**config.mk**
```make
export PLATFORM = sky130hd
export DESIGN_NAME = sound_length_bank_flat
export DESIGN_NICKNAME = d
export VERILOG_FILES = /design/src/rtl/sound_length_bank_pkg.sv /design/src/rtl/sound_length_bank_if.sv /design/src/rtl/sound_length_bank_slice.sv /design/src/rtl/sound_length_bank.sv /design/src/flat_wrapper.sv
export SDC_FILE = /design/constraint.sdc
export NUM_CORES = 1
export LEC_CHECK = 0
export BUFFER_PORTS_ARGS = -buffer_cell sky130_fd_sc_hd__buf_2
export CORE_ASPECT_RATIO = 1.75
export CORE_MARGIN = 5
export CORE_UTILIZATION = 40
export CTS_BUF_LIST = sky130_fd_sc_hd__clkbuf_8
export CTS_CLUSTER_SIZE = 28
export DETAILED_ROUTE_END_ITERATION = 10
export PLACE_DENSITY = 0.68
export SLEW_MARGIN = 10
export SYNTH_ARGS = -nofsm -noshare
export SYNTH_HDL_FRONTEND = slang
export SYNTH_HIERARCHICAL = 1
export SYNTH_SLANG_ARGS = --single-unit
```
**constraint.sdc**
```tcl
create_clock -name clk -period 11.2 [get_ports clk]
set_input_delay 1.12 -clock clk [delete_from_list [all_inputs] [get_ports clk]]
set_output_delay 1.12 -clock clk [all_outputs]
set_load 0.005 [all_outputs]
```
**src/rtl/sound_length_bank_pkg.sv**
```systemverilog
// Shared constants and helpers for the APU length-counter bank.
package sound_length_bank_pkg;

  localparam int unsigned NUM_CH_DEF    = 4;
  localparam int unsigned WIDTH_MAX_DEF = 8;
  localparam logic [3:0]  WIDE_MASK_DEF = 4'b0100;

  // Narrow channels (1, 2, 4) carry a 6-bit length field.
  localparam int unsigned LEN_NARROW = 6;

  // NRx4 bit positions.
  localparam int unsigned NRX4_TRIGGER_BIT = 7;
  localparam int unsigned NRX4_LEN_EN_BIT  = 6;

  // Full-scale count N for a slot: 2^WIDTH_MAX when wide, 64 otherwise.
  function automatic int unsigned slot_max(input int unsigned width_max, input logic wide);
    return wide ? (32'd1 << width_max) : (32'd1 << LEN_NARROW);
  endfunction

endpackage

```
**src/rtl/sound_length_bank_if.sv**
```systemverilog
// Register-file / generator side signals of the length-counter bank.
interface sound_length_bank_if #(
  parameter int unsigned NUM_CH    = 4,
  parameter int unsigned WIDTH_MAX = 8
);
  localparam int unsigned SEL_W = (NUM_CH > 1) ? $clog2(NUM_CH) : 1;

  logic                 clk_length_ctr;
  logic                 fs_skip_next;
  logic [SEL_W-1:0]     ch_sel;
  logic                 wr_length;
  logic [WIDTH_MAX-1:0] wr_data;
  logic                 wr_ctrl;
  logic                 ctrl_len_en;
  logic                 ctrl_trigger;
  logic [NUM_CH-1:0]    dac_en;
  logic [NUM_CH-1:0]    enable;
  logic [NUM_CH-1:0]    len_en_q;

  modport master (
    output clk_length_ctr, fs_skip_next, ch_sel, wr_length, wr_data,
           wr_ctrl, ctrl_len_en, ctrl_trigger, dac_en,
    input  enable, len_en_q
  );

  modport slave (
    input  clk_length_ctr, fs_skip_next, ch_sel, wr_length, wr_data,
           wr_ctrl, ctrl_len_en, ctrl_trigger, dac_en,
    output enable, len_en_q
  );
endinterface

```
**src/rtl/sound_length_bank_slice.sv**
```systemverilog
// One length-counter slot: down-counter with DMG extra-clock and trigger-reload quirks.
module sound_length_slice
  import sound_length_bank_pkg::*;
#(
  parameter int unsigned WIDTH_MAX = 8,
  parameter bit          WIDE      = 1'b0
) (
  input  logic                 clk,
  input  logic                 rst,
  input  logic                 tick,
  input  logic                 skip,
  input  logic                 wr_len,
  input  logic [WIDTH_MAX-1:0] wr_data,
  input  logic                 wr_ctrl,
  input  logic                 len_en,
  input  logic                 trig,
  input  logic                 dac,
  output logic                 enable,
  output logic                 len_en_q
);
  localparam int unsigned    CW   = WIDTH_MAX + 1;
  localparam int unsigned    LW   = WIDE ? WIDTH_MAX : LEN_NARROW;
  localparam logic [CW-1:0]  N    = CW'(slot_max(WIDTH_MAX, WIDE));
  localparam logic [WIDTH_MAX-1:0] MASK = WIDTH_MAX'((CW'(1) << LW) - CW'(1));

  logic [CW-1:0] ctr, ctr_ld, ctr_nxt;
  logic          en_nxt, len_nxt, extra;

  // Next-state: length load first, then NRx4 rules, else the frame-sequencer tick.
  always_comb begin
    ctr_ld  = wr_len ? (N - CW'(wr_data & MASK)) : ctr;
    ctr_nxt = ctr_ld;
    en_nxt  = enable;
    len_nxt = len_en_q;
    extra   = wr_ctrl && skip && !len_en_q && len_en && (ctr_ld != '0);
    if (wr_ctrl) begin
      len_nxt = len_en;
      if (extra) begin
        ctr_nxt = ctr_ld - CW'(1);
        if ((ctr_nxt == '0) && !trig) en_nxt = 1'b0;
      end
      if (trig) begin
        en_nxt = 1'b1;
        if (ctr_nxt == '0) ctr_nxt = (len_en && skip) ? (N - CW'(1)) : N;
      end
    end else if (!wr_len && tick && len_en_q && (ctr != '0)) begin
      ctr_nxt = ctr - CW'(1);
      if (ctr_nxt == '0) en_nxt = 1'b0;
    end
    if (!dac) en_nxt = 1'b0;
  end

  // Slot state register; reset doubles as APU power-off.
  always_ff @(posedge clk) begin
    if (rst) begin
      ctr      <= '0;
      enable   <= 1'b0;
      len_en_q <= 1'b0;
    end else begin
      ctr      <= ctr_nxt;
      enable   <= en_nxt;
      len_en_q <= len_nxt;
    end
  end
endmodule

```
**src/rtl/sound_length_bank.sv**
```systemverilog
// Multi-channel length-counter bank: decodes per-slot strobes and broadcasts the tick.
module sound_length_bank
  import sound_length_bank_pkg::*;
#(
  parameter int unsigned         NUM_CH    = NUM_CH_DEF,
  parameter int unsigned         WIDTH_MAX = WIDTH_MAX_DEF,
  parameter logic [NUM_CH-1:0]   WIDE_MASK = NUM_CH'(WIDE_MASK_DEF)
) (
  input logic                 clk,
  input logic                 rst,
  sound_length_bank_if.slave  bus
);
  localparam int unsigned SEL_W = (NUM_CH > 1) ? $clog2(NUM_CH) : 1;

  logic [NUM_CH-1:0] en_w;
  logic [NUM_CH-1:0] len_w;

  for (genvar i = 0; i < NUM_CH; i++) begin : g_slot
    logic hit;
    assign hit = (bus.ch_sel == SEL_W'(i));

    sound_length_slice #(
      .WIDTH_MAX (WIDTH_MAX),
      .WIDE      (WIDE_MASK[i])
    ) u_slice (
      .clk      (clk),
      .rst      (rst),
      .tick     (bus.clk_length_ctr),
      .skip     (bus.fs_skip_next),
      .wr_len   (bus.wr_length && hit),
      .wr_data  (bus.wr_data),
      .wr_ctrl  (bus.wr_ctrl && hit),
      .len_en   (bus.ctrl_len_en),
      .trig     (bus.ctrl_trigger),
      .dac      (bus.dac_en[i]),
      .enable   (en_w[i]),
      .len_en_q (len_w[i])
    );
  end

  assign bus.enable   = en_w;
  assign bus.len_en_q = len_w;
endmodule

```
**src/flat_wrapper.sv**
```systemverilog
// flat-port wrapper written by rule: the top's interface ports become plain ports
module sound_length_bank_flat import sound_length_bank_pkg::*;
#(
  parameter int unsigned         NUM_CH    = NUM_CH_DEF,
  parameter int unsigned         WIDTH_MAX = WIDTH_MAX_DEF,
  parameter logic [NUM_CH-1:0]   WIDE_MASK = NUM_CH'(WIDE_MASK_DEF)
)
  (clk, rst, bus_clk_length_ctr, bus_fs_skip_next, bus_ch_sel, bus_wr_length, bus_wr_data, bus_wr_ctrl, bus_ctrl_len_en, bus_ctrl_trigger, bus_dac_en, bus_enable, bus_len_en_q);
  sound_length_bank_if #(.NUM_CH(NUM_CH), .WIDTH_MAX(WIDTH_MAX)) bus_i ();
  input logic clk;
  input logic rst;
  input wire logic [$bits(bus_i.clk_length_ctr)-1:0] bus_clk_length_ctr;
  input wire logic [$bits(bus_i.fs_skip_next)-1:0] bus_fs_skip_next;
  input wire logic [$bits(bus_i.ch_sel)-1:0] bus_ch_sel;
  input wire logic [$bits(bus_i.wr_length)-1:0] bus_wr_length;
  input wire logic [$bits(bus_i.wr_data)-1:0] bus_wr_data;
  input wire logic [$bits(bus_i.wr_ctrl)-1:0] bus_wr_ctrl;
  input wire logic [$bits(bus_i.ctrl_len_en)-1:0] bus_ctrl_len_en;
  input wire logic [$bits(bus_i.ctrl_trigger)-1:0] bus_ctrl_trigger;
  input wire logic [$bits(bus_i.dac_en)-1:0] bus_dac_en;
  output wire logic [$bits(bus_i.enable)-1:0] bus_enable;
  output wire logic [$bits(bus_i.len_en_q)-1:0] bus_len_en_q;
  assign bus_i.clk_length_ctr = bus_clk_length_ctr;
  assign bus_i.fs_skip_next = bus_fs_skip_next;
  assign bus_i.ch_sel = bus_ch_sel;
  assign bus_i.wr_length = bus_wr_length;
  assign bus_i.wr_data = bus_wr_data;
  assign bus_i.wr_ctrl = bus_wr_ctrl;
  assign bus_i.ctrl_len_en = bus_ctrl_len_en;
  assign bus_i.ctrl_trigger = bus_ctrl_trigger;
  assign bus_i.dac_en = bus_dac_en;
  assign bus_enable = bus_i.enable;
  assign bus_len_en_q = bus_i.len_en_q;
  sound_length_bank #(.NUM_CH(NUM_CH), .WIDTH_MAX(WIDTH_MAX), .WIDE_MASK(WIDE_MASK)) u_core (.clk(clk), .rst(rst), .bus(bus_i));
endmodule
```
==> flow_summary.yaml, run 1 <==
cts:
  cts_setup_buffers: 0
  cts.sinks: 44
  clock_path_buffers: 2
  cts_buffers: 5
  path_clk_slew_ns: 0.10
  ctsResizeCount: 0
  tritoncts: "built"
  htree_levels: 2
  worstSkewPairLatency_ns: 0.31
  cts_root_buf: "clkbuf_8"
  hold_buffers: 0
yosys:
  synth_most_common_cell: "nand2_1"
  synth_top_area_cell: "dfxtp_1"
  synth_edf_count: 0
  synth_cells: 789
  synthFlopType: "dfxtp_1"
  yosysTopAreaCellShare_pct: 14.7
  syn-cell-area_mm2: 0.00600
  syn_nets: 831
  avgSynthCellArea_um2: 7.61
  yosys_warnings: 6
  async_flop_share_pct: 0
  synthDistinctLibCells: 79
  synth_common_cells: "60 x nand2_1, 55 x nor2_1, 44 x dfxtp_1, 43 x a21oi_1, 42 x inv_1"
  synth.area.top_cells: "dfxtp_1 15%, mux2i_1 6.8%, xnor2_1 5.3%"
  ys_seq_elements: 44
  ys_seq_area_share_pct: 14.7
global_routing:
  grt_overflow_total: 0
  grt_pass1_vias: 6038
  top_usage_layer: "met2"
  grtUsageTotal_pct: 21.8
  grt_max_degree: 43
  grt_first_pass_wirelength_um: 30800
  met2_usage_pct: 40.7
  use_met1_pct: 23.1
  grt_use_met3_pct: 2.02
  antenna_found_initial: 0
floorplan:
  die_h_um: 172
  core_area_mm2: 0.0148
  ioPinCount: 30
  rows: 59
  die-area_mm2: 0.0176
  initial_utilization_pct: 40.4
  die_x_um: 103
critical_path:
  start_kind: "input port"
  path_cells: "buf_2 > and3b_1 > clkinv_1 > a21boi_1 > ha_1 > inv_1 > a211oi_1 > nand4_4 > o31ai_1 > nor4_1 > o2111ai_1 > o21ai_0"
  critPathMaxFanout: 20
  worst-setup-path-type: "input port to register"
  worstPathRequired_ns: 11.38
  arrival_ns: 5.39
  end_kind: "register"
  slowest_delay_ns: 0.71
  cpMaxStageDelayCell: "and3b_1"
power_and_ir_drop:
  p_int_mw: 0.329
  p_sw_mw: 0.265
  cellPowerDensity_mw_per_mm2: 92.7
  power_frac_clock_pct: 19.3
  comb_power_share_pct: 50.2
  leakage_nw: 2.39
  p_total_mw: 0.595
  power.share.sequential_pct: 30.5
  switching_share_pct: 44.6
  peakVddDrop_v: 0.0000543
sta:
  fmax_mhz: 192
  report.final.slew_viol_count: 0
  worst_pin_slew_ns: 1.08
  relSlewSlack_pct: 27.6
  tns_ns: 0
  grt_setup_unrepaired: "no"
  finalCritPeriodShare_pct: 46.5
  period_needed_ns: 5.21
  setup_slack_ns: 5.99
  finalHoldViolations: 0
  setup_viol: 0
  fin_worst_skew_ns: 0.00767
  whs_ns: 0.565
final_layout:
  multiInputGateArea_mm2: 0.00483
  diodes: 0
  seq_area_um2: 881
  drive_gt1_share_pct: 12.8
  synthToLayoutAreaGrowth_pct: 6.90
  nets: 844
  final.fill_count: 1520
detailed_routing:
  drt-initial-drc-count: 433
  avgRoutedWirePerCell_um: 19.4
  dr_total_vias: 6272
  wirelength_um: 19100
  final_antenna_net_count: 0
  drt-pass1-iter-count: 5
  vias_per_cell: 6.36
  drc_errors: 0
job:
  drv_cap: 0
min_path:
  hold_class: "register to register"
placed_design:
  gp_congestion: 0.981
  place_ws_ns: 5.82
  io_buffers: 29
  hpwl_um: 14700
status:
  status: "completed"
registers in the layout, indices dropped and copies added, names as in the netlist:
name	count
u_core/g_slot.u_slice/ctr	36
u_core/g_slot.u_slice/enable	4
u_core/g_slot.u_slice/len_en_q	4
placed cells by master (no fill, tap or decap), types with 6 or more instances in the layout:
cell / count
nor4b_1: 6
o31ai_1: 10
o211ai_1: 21
nor3_1: 25
dfxtp_1: 44
nor4_1: 9
and3_1: 20
clkbuf_8: 6
nand2_1: 60
buf_2: 29
or2_2: 7
xor2_1: 20
nor3b_1: 14
a211oi_1: 8
buf_4: 10
or4_4: 6
o21a_1: 8
xnor2_1: 36
o2111ai_1: 6
nor2_1: 55
nand3_1: 10
o31a_1: 10
or4_1: 7
o21bai_1: 7
nor2b_1: 19
mux2_2: 16
and2_1: 11
or3_1: 7
o311ai_0: 8
nand4_1: 12
a31oi_1: 7
o21ai_0: 37
inv_1: 44
ha_1: 20
nand2b_1: 10
mux2i_1: 41
a21oi_1: 43
critical path, delay by kind of cell:
family / cells / cell delay (ns)
AOI/OAI and AO/OA: 5 / 2.22
and+or+nand+nor: 3 / 1.07
buffers and inverters: 3 / 0.65
adders and majority gates: 1 / 0.30
final timing paths:
check                                                    start  cells past startpoint                                            to  slack (ns)
setup / recovery                                 bus_ch_sel[1]                     12    u_core/g_slot[1].u_slice/ctr[5]$_SDFF_PP0_        5.99
hold reg to reg   u_core/g_slot[2].u_slice/enable$_SDFFE_PP0P_                      2  u_core/g_slot[2].u_slice/enable$_SDFFE_PP0P_        0.56
hold / removal    u_core/g_slot[2].u_slice/enable$_SDFFE_PP0P_                      2  u_core/g_slot[2].u_slice/enable$_SDFFE_PP0P_        0.56
setup reg to reg    u_core/g_slot[1].u_slice/ctr[0]$_SDFF_PP0_                      9    u_core/g_slot[1].u_slice/ctr[5]$_SDFF_PP0_        7.78
power by group through the flow:
stage / sequential (mW) / combinational (mW) / clock, mW
2_1_floorplan: 0.178 / 0.225 / 0
3_3_place_gp: 0.185 / 0.292 / 0
3_5_place_dp: 0.185 / 0.293 / 0
4_1_cts: 0.181 / 0.295 / 0.117
5_1_grt: 0.183 / 0.327 / 0.121
6_report: 0.182 / 0.299 / 0.115
kinds of logic (layout without fill, tap and decap cells):
group           count (synthesis)  in the layout  synth area share [%]
fa+ha+maj                      20             20                  4.17
buf+inv                        78             92                  4.98
compound gates                223            223                  27.6
simple gates                  311            311                  30.6
mux                            57             57                  9.84
flops                          44             44                  14.7
xor+xnor                       56             56                  8.17
per-layer routing:
metal / up-vias / share of wire (%)
li1: 2993 / -
met1: 2988 / 37
met5: - / 0
met4: 0 / 6.1
met3: 72 / 4.0
met2: 219 / 53
through the flow:
stage                     util, %  cell area (µm²)  cells
after floorplan                 -             6000    789
after global placement       42.6             6320    978
after detailed placement     42.6             6320    978
after CTS                    43.2             6410    986
after global routing         43.2             6410    986
final                        43.2             6410    986
final cells by class:
type	instances	area share, %
clock buffers	6	1.29
clock inverters	2	0.117
inverters	45	2.63
multi-input cells	667	75.2
flip-flops and latches	44	13.7
well taps	183	3.57
repair buffers	39	3.43
No activity file was read; power rests on OpenSTA's default activity.
==> inputs of run 2 (changes only) <==
--- a/config.mk
+++ b/config.mk
@@ -5,6 +5,7 @@
 export SDC_FILE = /design/constraint.sdc
 export NUM_CORES = 1
 export LEC_CHECK = 0
+export ABC_AREA = 1
 export BUFFER_PORTS_ARGS = -buffer_cell sky130_fd_sc_hd__buf_2
 export CORE_ASPECT_RATIO = 1.75
 export CORE_MARGIN = 5
@@ -12,7 +13,7 @@
 export CTS_BUF_LIST = sky130_fd_sc_hd__clkbuf_8
 export CTS_CLUSTER_SIZE = 28
 export DETAILED_ROUTE_END_ITERATION = 10
-export PLACE_DENSITY = 0.68
+export PLACE_DENSITY = 0.7
 export SLEW_MARGIN = 10
 export SYNTH_ARGS = -nofsm -noshare
 export SYNTH_HDL_FRONTEND = slang
==> constraint.sdc (replaced) <==
create_clock -name clk -period 4.5 [get_ports clk]
set_input_delay 0.45 -clock clk [delete_from_list [all_inputs] [get_ports clk]]
set_output_delay 0.45 -clock clk [all_outputs]
set_load 0.005 [all_outputs]
==> flow_summary.yaml, run 2 <==
critical_path:
  arrival_ns: 3.58
  worstPathRequired_ns: 4.67
  reg2reg_depth: 14
  critPathMaxFanout: 11
  end_kind: "register"
  worst-setup-path-type: "input port to register"
  start_kind: "input port"
floorplan:
  rows: 59
  ioPinCount: 30
  initial_utilization_pct: 40.3
  core_area_mm2: 0.0148
  die-area_mm2: 0.0175
  die_h_um: 171
  die_x_um: 102
job:
  drv_cap: 0
sta:
  report.final.slew_viol_count: 0
  period_needed_ns: 3.41
  fin_worst_skew_ns: 0.00317
  worst_pin_slew_ns: 0.903
  setup_viol: 0
  finalCritPeriodShare_pct: 75.8
  grt_setup_unrepaired: "no"
  fmax_mhz: 293
  relSlewSlack_pct: 39.8
  tns_ns: 0
  finalHoldViolations: 0
power_and_ir_drop:
  leakage_nw: 3.20
  switching_share_pct: 46.1
  peakVddDrop_v: 0.000122
  power.share.sequential_pct: 27.4
  power_frac_clock_pct: 20.0
  p_sw_mw: 0.744
  p_int_mw: 0.868
  comb_power_share_pct: 52.6
  p_total_mw: 1.61
  cellPowerDensity_mw_per_mm2: 254
global_routing:
  grt_overflow_total: 0
  grt_pass1_vias: 6210
  grt_first_pass_wirelength_um: 28800
  grt_max_degree: 38
  antenna_found_initial: 0
  grtUsageTotal_pct: 20.5
detailed_routing:
  vias_per_cell: 5.34
  drt-pass1-iter-count: 7
  drc_errors: 0
  wirelength_um: 17500
  final_antenna_net_count: 0
  avgRoutedWirePerCell_um: 14.6
  dr_total_vias: 6406
  drt-initial-drc-count: 324
final_layout:
  diodes: 0
  drive_gt1_share_pct: 17.0
  synthToLayoutAreaGrowth_pct: 6.93
  nets: 1058
  layout_commonest_cell: "nand2_1"
  top_register: "u_core/g_slot.u_slice/ctr"
  largest_reg_flops: 36
  final_cell_mix: "300 x nand2_1, 121 x inv_1, 93 x nand3_1, 75 x nor2_1, 44 x dfxtp_1"
  final_util_pct: 43.0
  largest_registers: "u_core/g_slot.u_slice/ctr x36, u_core/g_slot.u_slice/enable x4, u_core/g_slot.u_slice/len_en_q x4"
  stdcell_area_mm2: 0.00635
  final_cells: 1200
cts:
  path_clk_slew_ns: 0.09
  cts_buffers: 5
  clock_path_buffers: 2
  cts.sinks: 44
  worstSkewPairLatency_ns: 0.31
  cts_setup_buffers: 0
  htree_levels: 2
  cts_root_buf: "clkbuf_8"
  ctsResizeCount: 0
  hold_buffers: 0
  tritoncts: "built"
yosys:
  synth_top_area_cell: "nand2_1"
  avgSynthCellArea_um2: 6.00
  synthFlopType: "dfxtp_1"
  synth.area.top_cells: "nand2_1 19%, dfxtp_1 15%, nand3_1 7.8%"
  yosysTopAreaCellShare_pct: 18.9
  synth_edf_count: 0
  yosys_warnings: 6
  synth_cells: 991
  ys_seq_elements: 44
  synthDistinctLibCells: 45
  synth_common_cells: "300 x nand2_1, 121 x inv_1, 93 x nand3_1, 75 x nor2_1, 44 x dfxtp_1"
  syn_nets: 1033
  ys_seq_area_share_pct: 14.8
  syn-cell-area_mm2: 0.00594
  synth_most_common_cell: "nand2_1"
  async_flop_share_pct: 0
placed_design:
  io_buffers: 29
  placed_cells: 1192
  hpwl_um: 14000
  placed_area_mm2: 0.00624
  gp_congestion: 0.958
min_path:
  hold_class: "input port to register"
  holdPathStages: 3
status:
  status: "completed"
[run 2: cell count changes after synthesis, sizes merged, moves of 16 or more]
cell    before  now
mux2i       41    0
nor2b       19    0
inv         42  135
and3        20    0
nand2       60  328
nor2        55  107
nand3       11  114
mux2        16    0
xnor2       36    3
clkbuf      24    8
[run 2: cells by family (layout without fill, tap and decap cells)]
family                     after synthesis  after routing  synth area share (%)
DFF                                     44             44                  14.8
buffers and inverters                  159            185                  11.4
adders and majority gates               20             20                  4.21
and+or+nand+nor                        612            612                  51.9
AOI/OAI and AO/OA                      123            123                  12.8
xor gates and xnor gates                33             33                  4.86
[run 2: per-stage QoR]
stage | hold slack [ns] | setup slack [ns]
after floorplan | 0.451 | 1.73
after global routing | 0.368 | 0.741
after detailed placement | 0.452 | 0.784
after global placement | 0.442 | 0.826
final | 0.356 | 1.09
after CTS | 0.348 | 1.12
[run 2: power by group through the flow]
stage	registers (mW)	logic, mW	clock network, mW
global route	0.445	0.947	0.348
finish	0.441	0.848	0.323
global placement	0.450	0.836	0
CTS	0.441	0.843	0.332
detailed placement	0.450	0.838	0
floorplan	0.442	0.673	0
[run 2: routing by layer]
layer  wire length [µm]  vias to the layer above  track usage [%]
met2               9260                      178             38.0
met4               1010                        0             13.0
met5                  0                        -                0
met1               6580                     2921             21.6
met3                663                       56             1.70
li1                   -                     3251                -
[run 2: layout make-up]
| class | count | area, µm² |
|---|---|---|
| Clock buffer | 5 | 68.8 |
| Clock inverter | 3 | 42.5 |
| Fill cell | 1632 | 8410 |
| Inverter | 137 | 519 |
| Multi-Input combinational cell | 788 | 4390 |
| Sequential cell | 44 | 881 |
| Tap cell | 183 | 229 |
| Timing Repair Buffer | 40 | 228 |
[run 2: worst max-delay path: stages]
cell	delay (ns)
buf_2	0.11
inv_1	0.06
nand2_1	0.06
nor2_1	0.58
inv_4	0.16
o21ai_4	0.27
ha_1	0.18
inv_1	0.05
nor2_1	0.18
nand2_1	0.14
nor2_4	0.13
nand4_4	0.18
nand2_4	0.16
nand2_1	0.06
nand2_1	0.11
nand2_1	0.07
nor2_2	0.15
nand3_1	0.13
nand2_2	0.11
inv_4	0.07
nand2_1	0.09
a21oi_2	0.05
[run 2: worst paths after layout]
| path | from | endpoint | slack (ns) |
|---|---|---|---|
| worst min register to register | u_core/g_slot[1].u_slice/enable$_SDFFE_PP0P_ | u_core/g_slot[1].u_slice/enable$_SDFFE_PP0P_ | 0.46 |
| worst max register to register | u_core/g_slot[1].u_slice/ctr[0]$_SDFF_PP0_ | u_core/g_slot[1].u_slice/enable$_SDFFE_PP0P_ | 1.67 |
| worst min-delay path | bus_dac_en[0] | u_core/g_slot[0].u_slice/enable$_SDFFE_PP0P_ | 0.36 |
| worst max-delay path | bus_ch_sel[0] | u_core/g_slot[2].u_slice/ctr[2]$_SDFF_PP0_ | 1.09 |
